## config.mk

```make
export PLATFORM = sky130hd
export DESIGN_NAME = sync_fifo
export DESIGN_NICKNAME = d
export VERILOG_FILES = /design/src/rtl/fifo_pkg.sv /design/src/rtl/fifo_ram.sv /design/src/rtl/sync_fifo.sv
export SDC_FILE = /design/constraint.sdc
export NUM_CORES = 1
export LEC_CHECK = 0
export ABC_AREA = 1
export CAP_MARGIN = 10
export CELL_PAD_IN_SITES_DETAIL_PLACEMENT = 1
export CELL_PAD_IN_SITES_GLOBAL_PLACEMENT = 1
export CORE_MARGIN = 3
export CORE_UTILIZATION = 42
export DETAILED_ROUTE_END_ITERATION = 8
export MAX_ROUTING_LAYER = met4
export PLACE_DENSITY = 0.75
export SYNTH_ARGS = -nofsm -noshare
export SYNTH_HDL_FRONTEND = slang
export SYNTH_SLANG_ARGS = --single-unit
```

## constraint.sdc

```tcl
create_clock -name clk -period 2.5 [get_ports clk]
set_input_delay 0.25 -clock clk [delete_from_list [all_inputs] [get_ports clk]]
set_output_delay 0.25 -clock clk [all_outputs]
set_load 0.02 [all_outputs]
```

## src/rtl/fifo_pkg.sv

```systemverilog
// Shared sizing helpers and default thresholds for the single-clock FIFO family.
package fifo_pkg;

    localparam int unsigned DEFAULT_DATA_WIDTH         = 8;
    localparam int unsigned DEFAULT_ADDR_WIDTH         = 4;
    localparam int unsigned DEFAULT_ALMOST_EMPTY_LEVEL = 2;
    localparam int unsigned DEFAULT_ALMOST_FULL_MARGIN = 2;

    function automatic int unsigned clog2_ceil(input longint unsigned value);
        int unsigned     n = 0;
        longint unsigned v = 1;
        while (v < value) begin
            v = v << 1;
            n++;
        end
        return n;
    endfunction

    function automatic int unsigned fifo_depth(input int unsigned addr_width);
        return 32'd1 << addr_width;
    endfunction

    // Occupancy runs 0..DEPTH inclusive, so it needs one bit more than the address.
    function automatic int unsigned FIFO_LEVEL_W(input int unsigned addr_width);
        return clog2_ceil((64'd1 << addr_width) + 64'd1);
    endfunction

endpackage

```

## src/rtl/fifo_ram.sv

```systemverilog
// FIFO storage: one synchronous write port, one read port that is either
// combinational (first-word-fall-through) or registered.
module fifo_ram
    import fifo_pkg::*;
#(
    parameter int unsigned DATA_WIDTH = DEFAULT_DATA_WIDTH,
    parameter int unsigned ADDR_WIDTH = DEFAULT_ADDR_WIDTH,
    parameter bit          FWFT       = 1'b1
) (
    input  logic                  clk,
    input  logic                  areset_n,
    input  logic                  write_en,
    input  logic [ADDR_WIDTH-1:0] write_addr,
    input  logic [DATA_WIDTH-1:0] write_data,
    input  logic                  read_en,
    input  logic [ADDR_WIDTH-1:0] read_addr,
    output logic [DATA_WIDTH-1:0] read_data
);

    localparam int unsigned DEPTH = fifo_depth(ADDR_WIDTH);

    logic [DATA_WIDTH-1:0] mem [DEPTH];

    always_ff @(posedge clk) begin
        if (write_en) begin
            mem[write_addr] <= write_data;
        end
    end

    if (FWFT) begin : g_async_read
        logic unused_read_ctrl;
        assign unused_read_ctrl = &{1'b0, read_en, areset_n};
        assign read_data        = mem[read_addr];
    end else begin : g_reg_read
        // Read samples the old word when it coincides with a write to the same slot.
        always_ff @(posedge clk or negedge areset_n) begin
            if (!areset_n) begin
                read_data <= '0;
            end else if (read_en) begin
                read_data <= mem[read_addr];
            end
        end
    end

endmodule

```

## src/rtl/sync_fifo.sv

```systemverilog
// Single-clock FIFO: wrap-bit pointers, occupancy and threshold flags,
// synchronous flush and sticky overflow/underflow errors.
module sync_fifo
    import fifo_pkg::*;
#(
    parameter int unsigned DATA_WIDTH         = DEFAULT_DATA_WIDTH,
    parameter int unsigned ADDR_WIDTH         = DEFAULT_ADDR_WIDTH,
    parameter int unsigned ALMOST_FULL_LEVEL  = fifo_depth(ADDR_WIDTH) - DEFAULT_ALMOST_FULL_MARGIN,
    parameter int unsigned ALMOST_EMPTY_LEVEL = DEFAULT_ALMOST_EMPTY_LEVEL,
    parameter bit          FWFT               = 1'b1
) (
    input  logic                                clk,
    input  logic                                areset_n,
    input  logic                                flush,
    input  logic [DATA_WIDTH-1:0]               write_data,
    input  logic                                write_en,
    output logic                                full,
    output logic                                almost_full,
    output logic [DATA_WIDTH-1:0]               read_data,
    input  logic                                read_en,
    output logic                                read_valid,
    output logic                                empty,
    output logic                                almost_empty,
    output logic [FIFO_LEVEL_W(ADDR_WIDTH)-1:0] level,
    output logic                                overflow,
    output logic                                underflow,
    input  logic                                clear_errors
);

    localparam int unsigned          DEPTH   = fifo_depth(ADDR_WIDTH);
    localparam int unsigned          PTR_W   = FIFO_LEVEL_W(ADDR_WIDTH);
    localparam logic [PTR_W-1:0]     PTR_ONE = PTR_W'(1);
    localparam logic [PTR_W-1:0]     WRAP    = PTR_W'(1) << ADDR_WIDTH;
    localparam logic [PTR_W-1:0]     AF_LVL  = PTR_W'(ALMOST_FULL_LEVEL);
    localparam logic [PTR_W-1:0]     AE_LVL  = PTR_W'(ALMOST_EMPTY_LEVEL);

    if (!(ALMOST_EMPTY_LEVEL < ALMOST_FULL_LEVEL && ALMOST_FULL_LEVEL <= DEPTH)) begin : g_bad_levels
        $error("sync_fifo: need ALMOST_EMPTY_LEVEL < ALMOST_FULL_LEVEL <= DEPTH");
    end

    logic [PTR_W-1:0] write_ptr;
    logic [PTR_W-1:0] read_ptr;
    logic             read_accept;
    logic             write_accept;
    logic             write_error;
    logic             read_error;

    assign empty        = (write_ptr == read_ptr);
    // Same address, opposite wrap bit.
    assign full         = ((write_ptr ^ read_ptr) == WRAP);
    assign level        = write_ptr - read_ptr;
    assign almost_full  = (level >= AF_LVL);
    assign almost_empty = (level <= AE_LVL);

    always_comb begin
        read_accept  = 1'b0;
        write_accept = 1'b0;
        write_error  = 1'b0;
        read_error   = 1'b0;
        if (!flush) begin
            read_accept  = read_en && !empty;
            write_accept = write_en && (!full || read_accept);
            write_error  = write_en && full && !read_accept;
            read_error   = read_en && empty;
        end
    end

    always_ff @(posedge clk or negedge areset_n) begin
        if (!areset_n) begin
            write_ptr <= '0;
            read_ptr  <= '0;
        end else if (flush) begin
            write_ptr <= '0;
            read_ptr  <= '0;
        end else begin
            if (write_accept) begin
                write_ptr <= write_ptr + PTR_ONE;
            end
            if (read_accept) begin
                read_ptr <= read_ptr + PTR_ONE;
            end
        end
    end

    always_ff @(posedge clk or negedge areset_n) begin
        if (!areset_n) begin
            overflow  <= 1'b0;
            underflow <= 1'b0;
        end else begin
            if (write_error) begin
                overflow <= 1'b1;
            end else if (clear_errors) begin
                overflow <= 1'b0;
            end
            if (read_error) begin
                underflow <= 1'b1;
            end else if (clear_errors) begin
                underflow <= 1'b0;
            end
        end
    end

    if (FWFT) begin : g_fwft_valid
        assign read_valid = !empty;
    end else begin : g_reg_valid
        logic read_valid_q;
        always_ff @(posedge clk or negedge areset_n) begin
            if (!areset_n) begin
                read_valid_q <= 1'b0;
            end else if (flush) begin
                read_valid_q <= 1'b0;
            end else begin
                read_valid_q <= read_accept;
            end
        end
        assign read_valid = read_valid_q;
    end

    fifo_ram #(
        .DATA_WIDTH (DATA_WIDTH),
        .ADDR_WIDTH (ADDR_WIDTH),
        .FWFT       (FWFT)
    ) u_ram (
        .clk        (clk),
        .areset_n   (areset_n),
        .write_en   (write_accept),
        .write_addr (write_ptr[ADDR_WIDTH-1:0]),
        .write_data (write_data),
        .read_en    (read_accept),
        .read_addr  (read_ptr[ADDR_WIDTH-1:0]),
        .read_data  (read_data)
    );

endmodule

```

# == After elaboration in Yosys (flattened, before gate mapping) ==
# Memories as Yosys holds them, arrays and structs flattened.
# Index checks and enable logic that the tools add are counted.
# totals
ff_bits,12
ram_bits,128
inputBits,14
out_inout_bits,20
word_cells,39
memories,1
# mem_list
memory,words,word_bits,read_ports,rd_ports_with_merged_regs,write_ports,line,source
u_ram.mem,16,8,1,0,1,fifo_ram.sv:22,logic [DATA_WIDTH-1:0] mem [DEPTH];
# classes
addsub,3
order_cmp,2
n_eq_ne,2
n_mux,13
n_bitwise,1
n_reduce_logical,13
# ops
operator,count
$mux 5,4
$add 5x1->5 const B,2
$mux 1,9
$reduce_bool 2->1,4
$eq 5x5->1,1
$eq 5x5->1 const B,1
$ge 5x4->1 const B,1
$le 5x2->1 const B,1
$logic_and 1x1->1,5
$sub 5x5->5,1
$xor 5x5->5,1
$logic_not 1->1,3
$logic_or 1x1->1,1

# == Logic depth before layout (Yosys ltp) ==
# logic_depth
depth_word,8
depth_mapped,11

# == Modules after synthesis ==
# From an unflattened synthesis, not the netlist that was laid out.
# hier_totals
hier_cells,673
area_unflattened_um2,6523.8
# by_module_without_submodules
module,n_inst,cells_per_inst,area_per_inst_um2,seq_area_each_um2
fifo_ram,1,543,5606.6,3843.7
sync_fifo,1,130,917.1,300.3

# == Worst setup path before layout ==
# Ideal clock, no wire load.
# synth_timing
path_type,register to register
startpoint,reg read_ptr[1]
endpoint,mem u_ram.mem[12][0] in the netlist's numbering (enable)
setup_ps,370
arrival_time_ps,1997
required_time_ps,2130
slack_ps,132
stages_incl_launch_ff,11
n_path_buf,3
synth_period_minus_slack_ps,2368
path_cell_list,dfrtp_1 buf_4 inv_1 buf_2 ha_1 nand2_1 nor2_4 nand3_4 nand3_4 buf_6 nor2_1
# synth_via
elab_chain_len,8
elab_cells_between_ends,11
classes_between,eq/ne: 2; mux: 3; bitwise: 1; reduce/logical: 5
# synth_rtl
element,line,source
"start, declared",sync_fifo.sv:42,logic [PTR_W-1:0] read_ptr;
"start signal, assigned",sync_fifo.sv:80,read_ptr <= read_ptr + PTR_ONE;
$xor 5x5->5 or $eq 5x5->1 (tied branches),"sync_fifo.sv:50, sync_fifo.sv:48",
$eq 5x5->1 or $logic_not 1->1 (tied branches),"sync_fifo.sv:50, sync_fifo.sv:61",
$logic_not 1->1 or $logic_and 1x1->1 (tied branches),"sync_fifo.sv:62, sync_fifo.sv:61",
$logic_or 1x1->1 (*),sync_fifo.sv:62,write_accept = write_en && (!full || read_accept);
$logic_and 1x1->1 (*),sync_fifo.sv:62,
$mux 1 (*),sync_fifo.sv:60,if (!flush) begin
$mux 1 (*),fifo_ram.sv:25,if (write_en) begin
$mux 1 (not written as such) (*),fifo_ram.sv:26,mem[write_addr] <= write_data;
"end, declared",fifo_ram.sv:22,
# Every way passes the cells marked *; elsewhere a longest branch is shown, timed or not.

# == Worst setup path in the final report ==
# layout_timing
startpoint,reg read_ptr[0]
endpoint,out read_data[1]
# layout_via
elab_chain_len,1
# layout_rtl
element,line,source
$mem_v2 16x8,n/a,
"end, declared",sync_fifo.sv:19,"output logic [DATA_WIDTH-1:0] read_data,"
# No other way between the ends.

==> impl_metrics.prom <==
# TYPE chip_impl_metric gauge
chip_impl_metric{name="nets",unit=""} 803
chip_impl_metric{name="detail_route.vias_per_cell",unit=""} 4.989
chip_impl_metric{name="synthToLayoutAreaGrowth",unit="%"} 20.64
chip_impl_info{name="r2r_start",value="read_ptr[3]"} 1
chip_impl_metric{name="max-cap-violations",unit=""} 0
chip_impl_metric{name="die_y",unit="µm"} 132.1
chip_impl_info{name="crit_path_cells",value="buf_12, clkinv_8, buf_16, nand2_1, nand3_1, nand3_2, nand3_1, nand2_1, clkdlybuf4s15_1"} 1
chip_impl_metric{name="diodes",unit=""} 0
chip_impl_info{name="synth_ff_type",value="sky130_fd_sc_hd__edfxtp_1"} 1
chip_impl_info{name="worstSetupStartpointType",value="flip-flop"} 1
chip_impl_metric{name="finalWeightedCongestion",unit=""} 0.8209
chip_impl_metric{name="worst-slew-pin-transition",unit="ns"} 0.8344
chip_impl_info{name="cts_tree",value="yes"} 1
chip_impl_metric{name="mappedNetlistNets",unit=""} 740
chip_impl_metric{name="die_area",unit="µm²"} 17450
chip_impl_metric{name="timing.hold.ws",unit="ns"} 0.2127
chip_impl_info{name="post-synth-top-count-cell",value="sky130_fd_sc_hd__nand2_1"} 1
chip_impl_metric{name="synth_cells",unit=""} 716
chip_impl_metric{name="synth_top_cell_area_share",unit="%"} 57.54
chip_impl_metric{name="rows",unit=""} 45
chip_impl_metric{name="cp_data_arrival_time",unit="ns"} 2.14
chip_impl_info{name="clk_root_buffer_cell",value="sky130_fd_sc_hd__clkbuf_16"} 1
chip_impl_metric{name="post-route-worst-setup-slack",unit="ns"} 0.1087
chip_impl_info{name="grt_setup_unrepaired",value="yes"} 1
chip_impl_metric{name="totalNegativeSetupSlack",unit="ns"} 0
chip_impl_metric{name="detailed_place_hpwl",unit="µm"} 11720
chip_impl_metric{name="final_period_minus_worst_setup_slack",unit="ns"} 2.391
chip_impl_info{name="worstHoldPathType",value="primary input to asynchronous set/reset pin"} 1
chip_impl_metric{name="required",unit="ns"} 2.25
chip_impl_metric{name="critical_path_peak_fanout",unit=""} 22
chip_impl_info{name="run_status",value="finished clean"} 1
chip_impl_metric{name="drive_gt1_share",unit="%"} 10.87
chip_impl_metric{name="timing.final.hold_violations",unit=""} 0
chip_impl_metric{name="cts.sink_count",unit=""} 140
chip_impl_metric{name="maxSlewViolCount",unit=""} 0
chip_impl_info{name="yosys-top-cells-count",value="sky130_fd_sc_hd__nand2_1 (242), sky130_fd_sc_hd__inv_1 (140), sky130_fd_sc_hd__edfxtp_1 (128), sky130_fd_sc_hd__nand3_1 (105), sky130_fd_sc_hd__nor2_1 (27)"} 1
chip_impl_metric{name="routed_length_per_placed_instance",unit="µm"} 18.16
chip_impl_metric{name="global_route_wire_length_before_repair",unit="µm"} 29390
chip_impl_metric{name="worst_path_largest_cell_delay",unit="ns"} 0.39
chip_impl_metric{name="overall_track_demand_over_capacity_in_global_routing",unit="%"} 22.46
chip_impl_info{name="synth_area_leader_cell",value="sky130_fd_sc_hd__edfxtp_1"} 1
chip_impl_metric{name="postSynth.asyncResetShare",unit="%"} 8.571
chip_impl_info{name="timing.critical_path.to_type",value="output pin"} 1
chip_impl_metric{name="wirelength",unit="µm"} 18190
chip_impl_metric{name="finalSetupViolations",unit=""} 0
chip_impl_metric{name="grt_pass1_vias",unit=""} 5589
chip_impl_metric{name="pin_count",unit=""} 34
chip_impl_metric{name="antenna_violations_before_repair",unit=""} 0
chip_impl_info{name="critical_path_class",value="flip-flop to output pin"} 1
chip_impl_metric{name="via_count",unit=""} 4999
chip_impl_metric{name="cts_buffer_depth",unit=""} 2
chip_impl_metric{name="syn_area_per_cell",unit="µm²"} 9.330
chip_impl_metric{name="clk_pin_slew",unit="ns"} 0.06
chip_impl_metric{name="max_clk_rate",unit="MHz"} 418.2
chip_impl_metric{name="postCtsHoldBufs",unit=""} 0
chip_impl_metric{name="number_of_warning_messages_in_the_yosys_log",unit=""} 0
chip_impl_metric{name="largest_net_degree_at_the_start_of_global_routing",unit=""} 36
chip_impl_metric{name="post_route_drc",unit=""} 0
chip_impl_metric{name="postRouteAntennaNets",unit=""} 0
chip_impl_metric{name="drt-initial-drc-count",unit=""} 285
chip_impl_metric{name="syn_area",unit="µm²"} 6680
chip_impl_metric{name="die_w",unit="µm"} 132.1
chip_impl_metric{name="synth_cell_types",unit=""} 23
chip_impl_metric{name="synth-seq-area-share",unit="%"} 62.03
chip_impl_metric{name="place_worst_setup_slack",unit="ns"} 0.1104
chip_impl_metric{name="max-slew-margin-rel",unit="%"} 44.20
chip_impl_metric{name="postSynthRegisterBits",unit=""} 140
chip_impl_info{name="synth_top_cells_by_area",value="sky130_fd_sc_hd__edfxtp_1 (58%), sky130_fd_sc_hd__nand2_1 (14%), sky130_fd_sc_hd__inv_1 (7.9%)"} 1
chip_impl_metric{name="p_leak",unit="nW"} 3.683
chip_impl_metric{name="core-area",unit="µm²"} 15370
chip_impl_metric{name="finClkSkew",unit="ns"} 0.006085
chip_impl_metric{name="grt.overflow.total",unit=""} 0
chip_impl_metric{name="clk_latency",unit="ns"} 0.41
chip_impl_metric{name="inserted_clock_buffers",unit=""} 17
chip_impl_metric{name="irDropWorstVdd",unit="mV"} 0.3995
chip_impl_info{name="crit_path_start",value="read_ptr[0]"} 1
chip_impl_metric{name="fillerInstances",unit=""} 1729
chip_impl_metric{name="synth-edff-count",unit=""} 128
chip_impl_metric{name="timing.final.crit_share",unit="%"} 95.65
chip_impl_metric{name="power_density",unit="nW/µm²"} 778.2
chip_impl_info{name="critical-path-slowest-cell",value="sky130_fd_sc_hd__dfrtp_2"} 1
chip_impl_metric{name="port-buffer-count",unit=""} 33
chip_impl_metric{name="detailedRoute.firstPassIterationCount",unit=""} 4
chip_impl_metric{name="initial_core_util",unit="%"} 43.46
chip_impl_metric{name="clock_tree.htree_level_count",unit=""} 4
==> where the power goes <==
| group | leakage [nW] | internal [W] | switching (W) | total (W) |
|---|---|---|---|---|
| Combinational | 2.09 | 0.000426 | 0.000757 | 0.00118 |
| Sequential | 1.32 | 0.00258 | 0.0000155 | 0.00260 |
| Clock | 0.277 | 0.00155 | 0.000941 | 0.00249 |
==> critical path: cells and delay by family (launching register included) <==
family	cells	cell delay (ns)
buffers and inverters	4	0.79
AND/OR/NAND/NOR	5	0.52
flip-flops	1	0.39
==> sequential cells by signal (all words and copies together), names as in the netlist <==
name / cells
overflow: 1
underflow: 1
write_ptr: 5
read_ptr: 5
u_ram.mem: 128
==> metal layers <==
metal  vias up  GRT usage [%]  share of wire, %  wire, µm
met4         0          7.526               1.9       344
met3        24          3.435               3.3       599
met5         -              -                 0         0
li1       2391              -                 -         -
met2        98          39.65                53      9726
met1      2486          26.26                41      7523
==> placed cells by master (no fill, tap or decap), types with 5 or more instances in the layout <==
cell type,instances
sky130_fd_sc_hd__buf_4,32
sky130_fd_sc_hd__clkbuf_16,18
sky130_fd_sc_hd__clkdlybuf4s50_1,16
sky130_fd_sc_hd__clkinv_1,5
sky130_fd_sc_hd__dfrtp_1,11
sky130_fd_sc_hd__dlygate4sd2_1,7
sky130_fd_sc_hd__edfxtp_1,128
sky130_fd_sc_hd__ha_1,8
sky130_fd_sc_hd__inv_1,138
sky130_fd_sc_hd__nand2_1,242
sky130_fd_sc_hd__nand3_1,103
sky130_fd_sc_hd__nand4_1,6
sky130_fd_sc_hd__nor2_1,27
==> through the flow <==
step	power, W	cells	utilization [%]	cell area, µm²
finish	0.006271	1002	52.43	8059
CTS	0.006281	1000	52.12	8011
global route	0.006560	1002	52.43	8059
floorplan	0.003342	716	-	6680
detailed placement	0.003793	967	48.10	7393
global placement	0.003761	967	48.10	7393
==> cell type report <==
class / instances / area (µm²) / area share, %
flip-flops and latches: 140 / 4145 / 51.44
multi-input cells: 405 / 1846 / 22.90
repair buffers: 71 / 673.1 / 8.353
inverters: 144 / 553.0 / 6.862
clock buffers: 17 / 425.4 / 5.279
well taps: 211 / 264.0 / 3.276
clock inverters: 14 / 152.6 / 1.894
==> final timing paths <==
check                      slack [ns]  cells after the start               to
setup / recovery                 0.11                      9     read_data[1]
hold / removal                   0.21                      1     write_ptr[4]
setup reg to reg                 0.39                      8  u_ram.mem[7][6]
hold reg to reg                  0.53                      2        underflow
max in group asynchronous        1.87                      1      read_ptr[0]
min in group clk                 0.45                      2         overflow
==> cell families (layout without fill, tap and decap cells) <==
kind of cell               Yosys count  count (layout)  share of synthesized area, %
and+or+nand+nor                    387             387                         24.61
buffers and inverters              171             246                         10.53
DFF                                140             140                         62.03
adders and majority gates           10              10                         1.985
AOI/OAI and AO/OA                    4               4                        0.3184
xor gates and xnor gates             4               4                        0.5244
==> repair_timing <==
item | in CTS | in global routing
pin swaps | 0 | 3
cloned | 1 | 1
setup endpoints to repair | 16 | 10
buffers inserted | 1 | 1
resized for setup | 26 | 20
Note: power is estimated with default switching activity, not from simulation.
